File: src/rtl/uart_pkg.sv
// Shared definitions for the buffered UART receiver: FSM states and FIFO entry layout.
package uart_pkg;

    // Receiver frame states
    typedef enum logic [2:0] {
        ST_IDLE   = 3'd0,
        ST_START  = 3'd1,
        ST_DATA   = 3'd2,
        ST_PARITY = 3'd3,
        ST_STOP1  = 3'd4,
        ST_STOP2  = 3'd5,
        ST_BREAK  = 3'd6
    } rx_state_t;

    // FIFO entry is {frame_err, parity_err, data}; flag offsets are relative to the top of the data field
    localparam int ENT_PERR_OFS = 0;
    localparam int ENT_FERR_OFS = 1;
    localparam int ENT_FLAG_W   = 2;

endpackage

File: src/rtl/uart_rx_fifo.sv
// Synchronous receive FIFO with occupancy count; a push into a full FIFO succeeds only with a same-cycle pop.
module uart_rx_fifo #(
    parameter int DEPTH = 4,
    parameter int WIDTH = 10
) (
    input  logic                     clk,
    input  logic                     resetn,
    input  logic                     i_push,
    input  logic                     i_pop,
    input  logic [WIDTH-1:0]         i_wdata,
    output logic [WIDTH-1:0]         o_rdata,
    output logic                     o_full,
    output logic                     o_empty,
    output logic [$clog2(DEPTH):0]   o_level
);
    localparam int AW = $clog2(DEPTH);

    logic [WIDTH-1:0] r_mem [DEPTH];
    logic [AW-1:0]    r_wptr;
    logic [AW-1:0]    r_rptr;
    logic [AW:0]      r_level;
    logic             w_do_push;
    logic             w_do_pop;

    assign o_full    = (r_level == (AW+1)'(DEPTH));
    assign o_empty   = (r_level == '0);
    assign o_level   = r_level;
    assign o_rdata   = r_mem[r_rptr];
    assign w_do_pop  = i_pop && !o_empty;
    assign w_do_push = i_push && (!o_full || w_do_pop);

    // Storage, pointers and occupancy; everything clears on reset so the head reads as zero
    always_ff @(posedge clk or negedge resetn) begin
        if (!resetn) begin
            for (int i = 0; i < DEPTH; i++) r_mem[i] <= '0;
            r_wptr  <= '0;
            r_rptr  <= '0;
            r_level <= '0;
        end else begin
            if (w_do_push) begin
                r_mem[r_wptr] <= i_wdata;
                r_wptr        <= r_wptr + 1'b1;
            end
            if (w_do_pop) r_rptr <= r_rptr + 1'b1;
            case ({w_do_push, w_do_pop})
                2'b10:   r_level <= r_level + 1'b1;
                2'b01:   r_level <= r_level - 1'b1;
                default: r_level <= r_level;
            endcase
        end
    end

endmodule

File: src/rtl/uart_rx_buffered.sv
// Buffered UART receiver: synchroniser, bit timing, frame FSM, parity/framing/break checks,
// receive FIFO with sticky overrun/break flags and registered RTS flow control.
module uart_rx_buffered
    import uart_pkg::*;
#(
    parameter int PAYLOAD_BITS = 8,
    parameter int DIV_W        = 12,
    parameter int FIFO_DEPTH   = 4,
    parameter int RTS_THRESH   = 3
) (
    input  logic                          clk,
    input  logic                          resetn,
    input  logic                          uart_rxd,
    input  logic [DIV_W-1:0]              divider,
    input  logic                          cfg_parity_en,
    input  logic                          cfg_parity_odd,
    input  logic                          cfg_two_stop,
    input  logic                          uart_rx_read,
    input  logic                          err_clear,
    output logic                          uart_rts,
    output logic                          uart_rx_valid,
    output logic [PAYLOAD_BITS-1:0]       uart_rx_data,
    output logic                          uart_rx_frame_err,
    output logic                          uart_rx_parity_err,
    output logic [$clog2(FIFO_DEPTH):0]   uart_rx_level,
    output logic                          uart_rx_overrun,
    output logic                          uart_rx_break
);
    localparam int LVL_W = $clog2(FIFO_DEPTH) + 1;
    localparam int ENT_W = PAYLOAD_BITS + ENT_FLAG_W;
    localparam int BIT_W = (PAYLOAD_BITS > 1) ? $clog2(PAYLOAD_BITS) : 1;

    logic                    r_sync1, r_sync2;
    rx_state_t               r_state, w_next;
    logic [DIV_W-1:0]        r_cnt, r_div_l;
    logic [BIT_W-1:0]        r_bit;
    logic [PAYLOAD_BITS-1:0] r_shift;
    logic                    r_pbit, r_perr, r_ferr;
    logic                    r_push;
    logic [ENT_W-1:0]        r_entry;
    logic                    r_overrun, r_break, r_rts;
    logic                    w_rx, w_mid, w_done, w_ferr_final, w_brk_cond;
    logic                    w_full, w_empty;
    logic [ENT_W-1:0]        w_head;
    logic [LVL_W-1:0]        w_level;

    assign w_rx         = r_sync2;
    assign w_mid        = (r_cnt == (r_div_l >> 1));
    assign w_ferr_final = r_ferr | ~w_rx;
    assign w_brk_cond   = w_ferr_final && (r_shift == '0) && (!cfg_parity_en || !r_pbit);

    // Two-flop synchroniser on the serial input, idle high
    always_ff @(posedge clk or negedge resetn) begin
        if (!resetn) begin
            r_sync1 <= 1'b1;
            r_sync2 <= 1'b1;
        end else begin
            r_sync1 <= uart_rxd;
            r_sync2 <= r_sync1;
        end
    end

    // Frame state register
    always_ff @(posedge clk or negedge resetn) begin
        if (!resetn) r_state <= ST_IDLE;
        else         r_state <= w_next;
    end

    // Next-state logic; w_done marks the mid sample of the final stop bit
    always_comb begin
        w_next = r_state;
        w_done = 1'b0;
        case (r_state)
            ST_IDLE:   if (!w_rx) w_next = ST_START;
            ST_START:  if (w_mid) w_next = w_rx ? ST_IDLE : ST_DATA;
            ST_DATA:   if (w_mid && (r_bit == BIT_W'(PAYLOAD_BITS-1)))
                           w_next = cfg_parity_en ? ST_PARITY : ST_STOP1;
            ST_PARITY: if (w_mid) w_next = ST_STOP1;
            ST_STOP1:  if (w_mid) begin
                           if (cfg_two_stop) begin
                               w_next = ST_STOP2;
                           end else begin
                               w_done = 1'b1;
                               w_next = w_brk_cond ? ST_BREAK : ST_IDLE;
                           end
                       end
            ST_STOP2:  if (w_mid) begin
                           w_done = 1'b1;
                           w_next = w_brk_cond ? ST_BREAK : ST_IDLE;
                       end
            ST_BREAK:  if (w_rx) w_next = ST_IDLE;
            default:   w_next = ST_IDLE;
        endcase
    end

    // Bit timing, shift register, parity/stop capture and the one-cycle-delayed push request
    always_ff @(posedge clk or negedge resetn) begin
        if (!resetn) begin
            r_cnt   <= '0;
            r_div_l <= '0;
            r_bit   <= '0;
            r_shift <= '0;
            r_pbit  <= 1'b0;
            r_perr  <= 1'b0;
            r_ferr  <= 1'b0;
            r_push  <= 1'b0;
            r_entry <= '0;
        end else begin
            r_push <= w_done;
            if (r_state == ST_IDLE) begin
                r_cnt  <= '0;
                r_bit  <= '0;
                r_pbit <= 1'b0;
                r_perr <= 1'b0;
                r_ferr <= 1'b0;
                if (!w_rx) r_div_l <= divider;
            end else begin
                r_cnt <= (r_cnt == r_div_l) ? '0 : r_cnt + 1'b1;
                if (w_mid) begin
                    case (r_state)
                        ST_DATA: begin
                            r_shift <= {w_rx, r_shift[PAYLOAD_BITS-1:1]};
                            r_bit   <= r_bit + 1'b1;
                        end
                        ST_PARITY: begin
                            r_pbit <= w_rx;
                            r_perr <= (^r_shift) ^ w_rx ^ cfg_parity_odd;
                        end
                        ST_STOP1, ST_STOP2: if (!w_rx) r_ferr <= 1'b1;
                        default: ;
                    endcase
                end
            end
            if (w_done) r_entry <= {w_ferr_final, r_perr, r_shift};
        end
    end

    uart_rx_fifo #(
        .DEPTH (FIFO_DEPTH),
        .WIDTH (ENT_W)
    ) u_fifo (
        .clk     (clk),
        .resetn  (resetn),
        .i_push  (r_push),
        .i_pop   (uart_rx_read),
        .i_wdata (r_entry),
        .o_rdata (w_head),
        .o_full  (w_full),
        .o_empty (w_empty),
        .o_level (w_level)
    );

    // Sticky error flags (set beats clear) and RTS registered from FIFO level
    always_ff @(posedge clk or negedge resetn) begin
        if (!resetn) begin
            r_overrun <= 1'b0;
            r_break   <= 1'b0;
            r_rts     <= 1'b1;
        end else begin
            if (r_push && w_full && !uart_rx_read) r_overrun <= 1'b1;
            else if (err_clear)                    r_overrun <= 1'b0;
            if (w_done && w_brk_cond)              r_break   <= 1'b1;
            else if (err_clear)                    r_break   <= 1'b0;
            r_rts <= (w_level >= LVL_W'(RTS_THRESH));
        end
    end

    assign uart_rts           = r_rts;
    assign uart_rx_valid      = ~w_empty;
    assign uart_rx_data       = w_head[PAYLOAD_BITS-1:0];
    assign uart_rx_parity_err = w_head[PAYLOAD_BITS + ENT_PERR_OFS];
    assign uart_rx_frame_err  = w_head[PAYLOAD_BITS + ENT_FERR_OFS];
    assign uart_rx_level      = w_level;
    assign uart_rx_overrun    = r_overrun;
    assign uart_rx_break      = r_break;

endmodule

File: config.mk
export PLATFORM = sky130hd
export DESIGN_NAME = uart_rx_buffered
export DESIGN_NICKNAME = d
export VERILOG_FILES = /design/src/rtl/uart_pkg.sv /design/src/rtl/uart_rx_fifo.sv /design/src/rtl/uart_rx_buffered.sv
export SDC_FILE = /design/constraint.sdc
export NUM_CORES = 1
export LEC_CHECK = 0
export BUFFER_PORTS_ARGS = -buffer_cell sky130_fd_sc_hd__buf_4
export CAP_MARGIN = 20
export CORE_AREA = 5 5 121 123
export CTS_BUF_LIST = sky130_fd_sc_hd__clkbuf_4
export DETAILED_ROUTE_END_ITERATION = 12
export DIE_AREA = 0 0 126 128
export PLACE_DENSITY = 0.62
export SLEW_MARGIN = 40
export SYNTH_ARGS = -nofsm -noshare
export SYNTH_HDL_FRONTEND = slang
export SYNTH_SLANG_ARGS = --single-unit
File: constraint.sdc
create_clock -name clk -period 2.4 [get_ports clk]
set_input_delay 0.48 -clock clk [delete_from_list [all_inputs] [get_ports clk]]
set_output_delay 0.48 -clock clk [all_outputs]
set_load 0.005 [all_outputs]
## Yosys cells after proc, flatten, opt, wreduce, memory -nomap -nowiden

Index checks and enable logic that the tools add are counted.

- Magnitude comparators: 4
- Muxes and demuxes: 41
- Bitwise gates (word level): 8
- $add $sub $neg: 6
- Reductions and logical operators: 34
- Equality and inequality tests: 20

Operators with widths:

| kind | number |
|---|---|
| $bwmux 40 | 1 |
| $mux 3 | 13 |
| $mux 10 | 3 |
| $mux 12 | 2 |
| $pmux 3 s7 | 1 |
| $bmux 10 s2 | 1 |
| $demux 10 s2 | 1 |
| $mux 1 | 16 |
| $eq 3x3->1 const B | 5 |
| $ne 2x2->1 const B | 7 |
| $reduce_bool 2->1 | 7 |
| $add 12x1->12 const B | 1 |
| $eq 12x11->1 | 1 |
| $eq 12x12->1 | 1 |
| $logic_and 1x1->1 | 9 |
| $logic_not 8->1 | 1 |
| $reduce_xor 8->1 | 1 |
| $reduce_and 7->1 | 1 |
| $add 3x1->3 const B | 2 |
| $eq 3x2->1 const B | 2 |
| $ge 3x3->1 const B | 2 |
| $logic_not 3->1 | 2 |
| $not 2->3 | 2 |
| $pmux 3 s2 | 1 |
| 18 further kinds | 30 |

- Register bits after elaboration: 104
- Word-level logic and storage cells: 135
- Input port bits: 20
- Output and inout port bits: 17

## Depth between registers and ports, before layout

- Depth in word-level cells: 8
- Mapped depth: 10
- Gate-level depth less buffers: 9

## Modules after synthesis

A second synthesis with hierarchy kept.

- Cell total of the unflattened synthesis: 406
- Area total of the unflattened synthesis: 5026.1 µm²

By module, submodules not included:

| module | cells each | instances | sequential area each (µm²) | area an instance (µm²) |
|---|---|---|---|---|
| uart_rx_buffered | 273 | 1 | 1430.1 | 2889.0 |
| uart_rx_fifo | 133 | 1 | 1176.1 | 2137.0 |

## Least setup slack after synthesis

Ideal clock, no wire load.

- Path kind: in2reg
- Start point: in uart_rx_read
- End point: reg u_fifo.r_level[2] (netlist: u_fifo.o_level[2])
- Path slack: 0.272 ns
- Required time: 2.321 ns
- Library setup time: 0.079 ns
- Arrival time: 2.048 ns
- Buffers on the path: 1
- Stages: 10
- Path through: nor4b_1 > nor2b_1 > clkbuf_1 > inv_1 > ha_1 > inv_1 > fa_1 > xor2_1 > nor2_1 > xor2_1

- Word-level cells in the longest chain between the ends: 5
- Elaborated cells between the ends (all ways): 7
- Classes of those cells: eq/ne: 2; mux: 1; reduce/logical: 4

Ends and longest elaborated chain:

| element | RTL line | RTL |
|---|---|---|
| start: declaration | uart_rx_buffered.sv:18 | `input logic uart_rx_read,` |
| $logic_and 1x1->1 * | uart_rx_fifo.sv:29 | `assign w_do_pop = i_pop && !o_empty;` |
| $logic_or 1x1->1 | uart_rx_fifo.sv:30 | `assign w_do_push = i_push && (!o_full \|\| w_do_pop);` |
| $logic_and 1x1->1 | uart_rx_fifo.sv:30 |  |
| $eq 2x1->1 / $eq 2x2->1 (equally long branches) | uart_rx_fifo.sv:45 | `case ({w_do_push, w_do_pop})` |
| $pmux 3 s2 / $reduce_bool 2->1 (equally long branches) | - |  |
| end signal: assignment | uart_rx_fifo.sv:46 | `2'b10: r_level <= r_level + 1'b1;` |
| end signal: assignment | uart_rx_fifo.sv:47 | `2'b01: r_level <= r_level - 1'b1;` |
| end signal: assignment | uart_rx_fifo.sv:48 | `default: r_level <= r_level;` |
| end: declaration | uart_rx_fifo.sv:21 | `logic [AW:0] r_level;` |

Mark *: on every way between the ends. The rest lies on a longest branch, timed or not.
A chain may end at the register's enable or synchronous reset.

## Final worst setup path

- Start point: reg u_fifo.r_rptr[0]
- End point: out uart_rx_data[4]

- Word-level cells in the longest chain between the ends: 4

Ends and longest elaborated chain:

| element | RTL line | RTL |
|---|---|---|
| start: declaration | uart_rx_fifo.sv:20 | `logic [AW-1:0] r_rptr;` |
| start signal: assignment | uart_rx_fifo.sv:44 | `if (w_do_pop) r_rptr <= r_rptr + 1'b1;` |
| $not 2->3 (not written as such) | uart_rx_fifo.sv:28 | `assign o_rdata = r_mem[r_rptr];` |
| $bmux 10 s2 | uart_rx_fifo.sv:28 |  |
| $mux 10 (not written as such) (2 in series) | uart_rx_fifo.sv:28 |  |
| end: declaration | uart_rx_buffered.sv:22 | `output logic [PAYLOAD_BITS-1:0] uart_rx_data,` |

Every way passes these cells. The select of a mux whose other input is x is not followed.

==> flow_summary.toml <==
[hold_path]
hold_path.class = "in2reg"
worst_hold_path.num_cells = 1
min_from = "uart_rxd"

[floorplanning]
start_util_pct = 36.6
row_count = 43
die_width_um = 126
core_area_sq_um = 13600
die_h_um = 128
ios = 37
design.die.area_sq_um = 16100

[clock_network]
cts_inserted_buffers = 9
cts-hold-fix-buffers = 1
clkSlewWorstSetupHoldPaths_ns = 0.16
clk_latency_ns = 0.46
cts_tree = "done"
numClockSinks = 104
cts_resized = 0
post-cts-setup-buffers = 0
cts_max_path_buffers = 2
htree_num_levels = 3
cts_root_buffer = "sky130_fd_sc_hd__clkbuf_4"

[global_routing]
largest_net_degree_at_the_start_of_global_routing = 48
vias_in_the_first_global_route = 3227
grt_util_all_layers_pct = 12.1
globalRouteOverflowTotal = 0
antenna_found_initial = 0
first_pass_grt_wire_length_mm = 15.8

[placed_design]
placed_cells_incl_taps = 607
dp_hpwl_mm = 6.78
io_buf_count = 36
place_worst_setup_slack_ns = 0.191
gp_routability_congestion = 0.863

[layout]
number_of_cells_in_the_finished_layout_apart_from_fillers = 624
layout_commonest_cell = "sky130_fd_sc_hd__dfrtp_1"
final_core_util_pct = 41.7
area_delta_synth_final_pct = 13.9
layout.cells.most_common_list = "sky130_fd_sc_hd__dfrtp_1 (101), sky130_fd_sc_hd__mux2_2 (62), sky130_fd_sc_hd__buf_4 (51), sky130_fd_sc_hd__xor2_1 (36), sky130_fd_sc_hd__nor2_1 (22)"
layout.nets = 472
fill_cells = 1312
final_layout_size_suffix_gt1_share_pct = 34.5
diodes = 0

[synth]
post_synthesis_register_bit_count = 104
synthesis.area_sq_um = 4960
ys_seq_area_share_pct = 52.5
post_synthesis_net_count = 423
synthDistinctLibCells = 46
synth.yosys.warnings = 0
synth_flop_cell = "sky130_fd_sc_hd__dfrtp_1"
synth-edff-count = 0
async_reset_ff_share_pct = 100
synthesis.instances = 390
syn_area_per_cell_sq_um = 12.7

[drt]
wl_met3_um = 361
met2RoutedLength_mm = 4.61
vias = 3050
initialDrtViolationCount = 103
drc_errors = 0
vias_per_cell = 4.89
met1_length_mm = 4.03
routedWlPerCell_um = 14.7
ant_nets = 0
first_pass_drt_iterations = 4
finalWirelength_mm = 9.20
top_layer_used = "met4"

[timing]
final-setup-viol-count = 0
layout_setup_ws_ns = 0.166
worst_pin_slew_ns = 0.564
rsz0062_at_grt = "false"
max_clock_freq_mhz = 448
final-hold-violation-count = 0
max-slew-margin-rel_pct = 62.4
setup_tns_ns = 0
slew_viol_final = 0
clock_skew_ns = 0.0249
fin_crit_ns = 2.23
final_clock_period_utilization_by_the_worst_path_pct = 93.1

[worst_setup_path]
crit_chain = "buf_4 -> mux4_2 -> buf_4"
crit_path_end_kind = "primary output"
critical_path.reg2reg.endpoint = "r_state[2]$_DFFE_PN0P_"
critical_path.reg2reg.startpoint = "r_cnt[5]$_DFF_PN0_"
critPathMaxStageDelay_ns = 0.54
regToRegSetupSlack_ns = 0.21
critical_path.endpoint = "uart_rx_data[4]"
startpoint = "u_fifo.r_rptr[0]$_DFFE_PN0P_"
worstRegToRegCells = 5
critical_path.startpoint_type = "flip-flop"
cp_common_cell = "sky130_fd_sc_hd__buf_4"
critPathKind = "reg2out"
critical_path_peak_fanout = 12
slowest_stage_cell_on_the_critical_path = "sky130_fd_sc_hd__mux4_2"
cp_depth = 3
critPathRequiredTime_ns = 1.92
cp_num_buf_inv = 2
critPathTopFamily = "multiplexers"
critPathArrivalTime_ns = 1.75

[pwr]
vdd.ir_drop.worst_mv = 0.454
static-leakage-power_nw = 2.73
power_density_nw_per_um2 = 886
p_total_mw = 5.01

[outcome]
outcome = "finished, final reports clean"

[flow_run]
cap_violations = 0
-- how the worst min path moves through the flow --
stage | slack, ns | to
floorplan | 0.18 | r_bit[0]$_DFFE_PN0P_
finish | 0.13 | r_sync1$_DFF_PN1_
global route | 0.07 | r_sync1$_DFF_PN1_
detailed placement | 0.35 | r_sync2$_DFF_PN1_
CTS | 0.09 | r_sync1$_DFF_PN1_
global placement | 0.35 | r_sync2$_DFF_PN1_
-- flip-flops by register name (all words and copies together) (netlist names), 2 cells and up --
name / cells
u_fifo.o_level: 3
r_state: 3
r_shift: 8
r_entry: 10
r_cnt: 12
u_fifo.r_mem: 40
u_fifo.r_rptr: 2
r_div_l: 12
u_fifo.r_wptr: 2
r_bit: 3
-- area by class of cell --
| class | count | area, sq um | share of cell area (%) |
|---|---|---|---|
| clock inverters | 7 | 61.3 | 1.08 |
| flip-flops and latches | 104 | 2610 | 46.1 |
| clock buffers | 9 | 67.6 | 1.19 |
| multi-input cells | 251 | 2210 | 39.0 |
| repair buffers | 53 | 413 | 7.30 |
| inverters | 20 | 75.1 | 1.33 |
| well taps | 180 | 225 | 3.98 |
-- metal layers --
metal	global-route usage (%)	up-vias
met5	0	-
met4	4.16	0
met3	3.38	20
met2	20.6	64
met1	14.9	1508
li1	-	1458
-- cell usage after synthesis (2+ instances only) --
library cell / instances / share of area [%]
sky130_fd_sc_hd__a21oi_1: 3 / 0.30
sky130_fd_sc_hd__xnor2_1: 8 / 1.4
sky130_fd_sc_hd__ha_1: 12 / 3.0
sky130_fd_sc_hd__o22ai_1: 2 / 0.25
sky130_fd_sc_hd__clkbuf_1: 8 / 0.61
sky130_fd_sc_hd__a221oi_1: 2 / 0.35
sky130_fd_sc_hd__nor2_1: 22 / 1.7
sky130_fd_sc_hd__nand4_1: 5 / 0.63
sky130_fd_sc_hd__xor2_1: 36 / 6.4
sky130_fd_sc_hd__nand2b_1: 4 / 0.50
sky130_fd_sc_hd__mux2_2: 62 / 14
sky130_fd_sc_hd__inv_1: 20 / 1.5
sky130_fd_sc_hd__a22oi_1: 2 / 0.30
sky130_fd_sc_hd__mux2i_1: 7 / 1.4
sky130_fd_sc_hd__nand3_1: 18 / 1.8
sky130_fd_sc_hd__or3_1: 2 / 0.25
sky130_fd_sc_hd__nor4_1: 3 / 0.38
sky130_fd_sc_hd__buf_1: 2 / 0.15
sky130_fd_sc_hd__nor4_2: 3 / 0.76
sky130_fd_sc_hd__mux4_2: 10 / 4.5
sky130_fd_sc_hd__and2_1: 2 / 0.25
sky130_fd_sc_hd__buf_2: 3 / 0.30
sky130_fd_sc_hd__nor2b_1: 4 / 0.50
sky130_fd_sc_hd__o21ai_0: 6 / 0.61
sky130_fd_sc_hd__and3_1: 4 / 0.50
sky130_fd_sc_hd__dfrtp_1: 101 / 51
sky130_fd_sc_hd__buf_6: 2 / 0.45
sky130_fd_sc_hd__dfstp_2: 3 / 1.6
sky130_fd_sc_hd__or2_2: 2 / 0.25
sky130_fd_sc_hd__nand2_1: 16 / 1.2
-- where the power goes --
group	internal [mW]	total, mW	switching [mW]	leakage (nW)
clock network	0.238	0.851	0.613	0.0760
logic	0.843	1.65	0.802	1.29
registers	2.09	2.51	0.423	1.36
total	3.17	5.01	1.84	2.73
-- cells by family after synthesis --
group | synth area share [%]
flip-flops | 52.5
AND/OR/NAND/NOR | 9.98
multiplexers | 20.3
XOR/XNOR | 7.77
buffers and inverters | 3.03
AO/OA/AOI/OAI | 2.95
adder cells (fa/ha/maj) | 3.43
-- through the flow --
step           hold slack [ns]  cell area (sq um)
6_report                 0.133               5650
5_1_grt                 0.0677               5650
4_1_cts                 0.0863               5650
3_5_place_dp             0.347               5520
3_3_place_gp             0.347               5520
2_1_floorplan            0.184               4960
No activity file was read; power rests on OpenSTA's default activity.
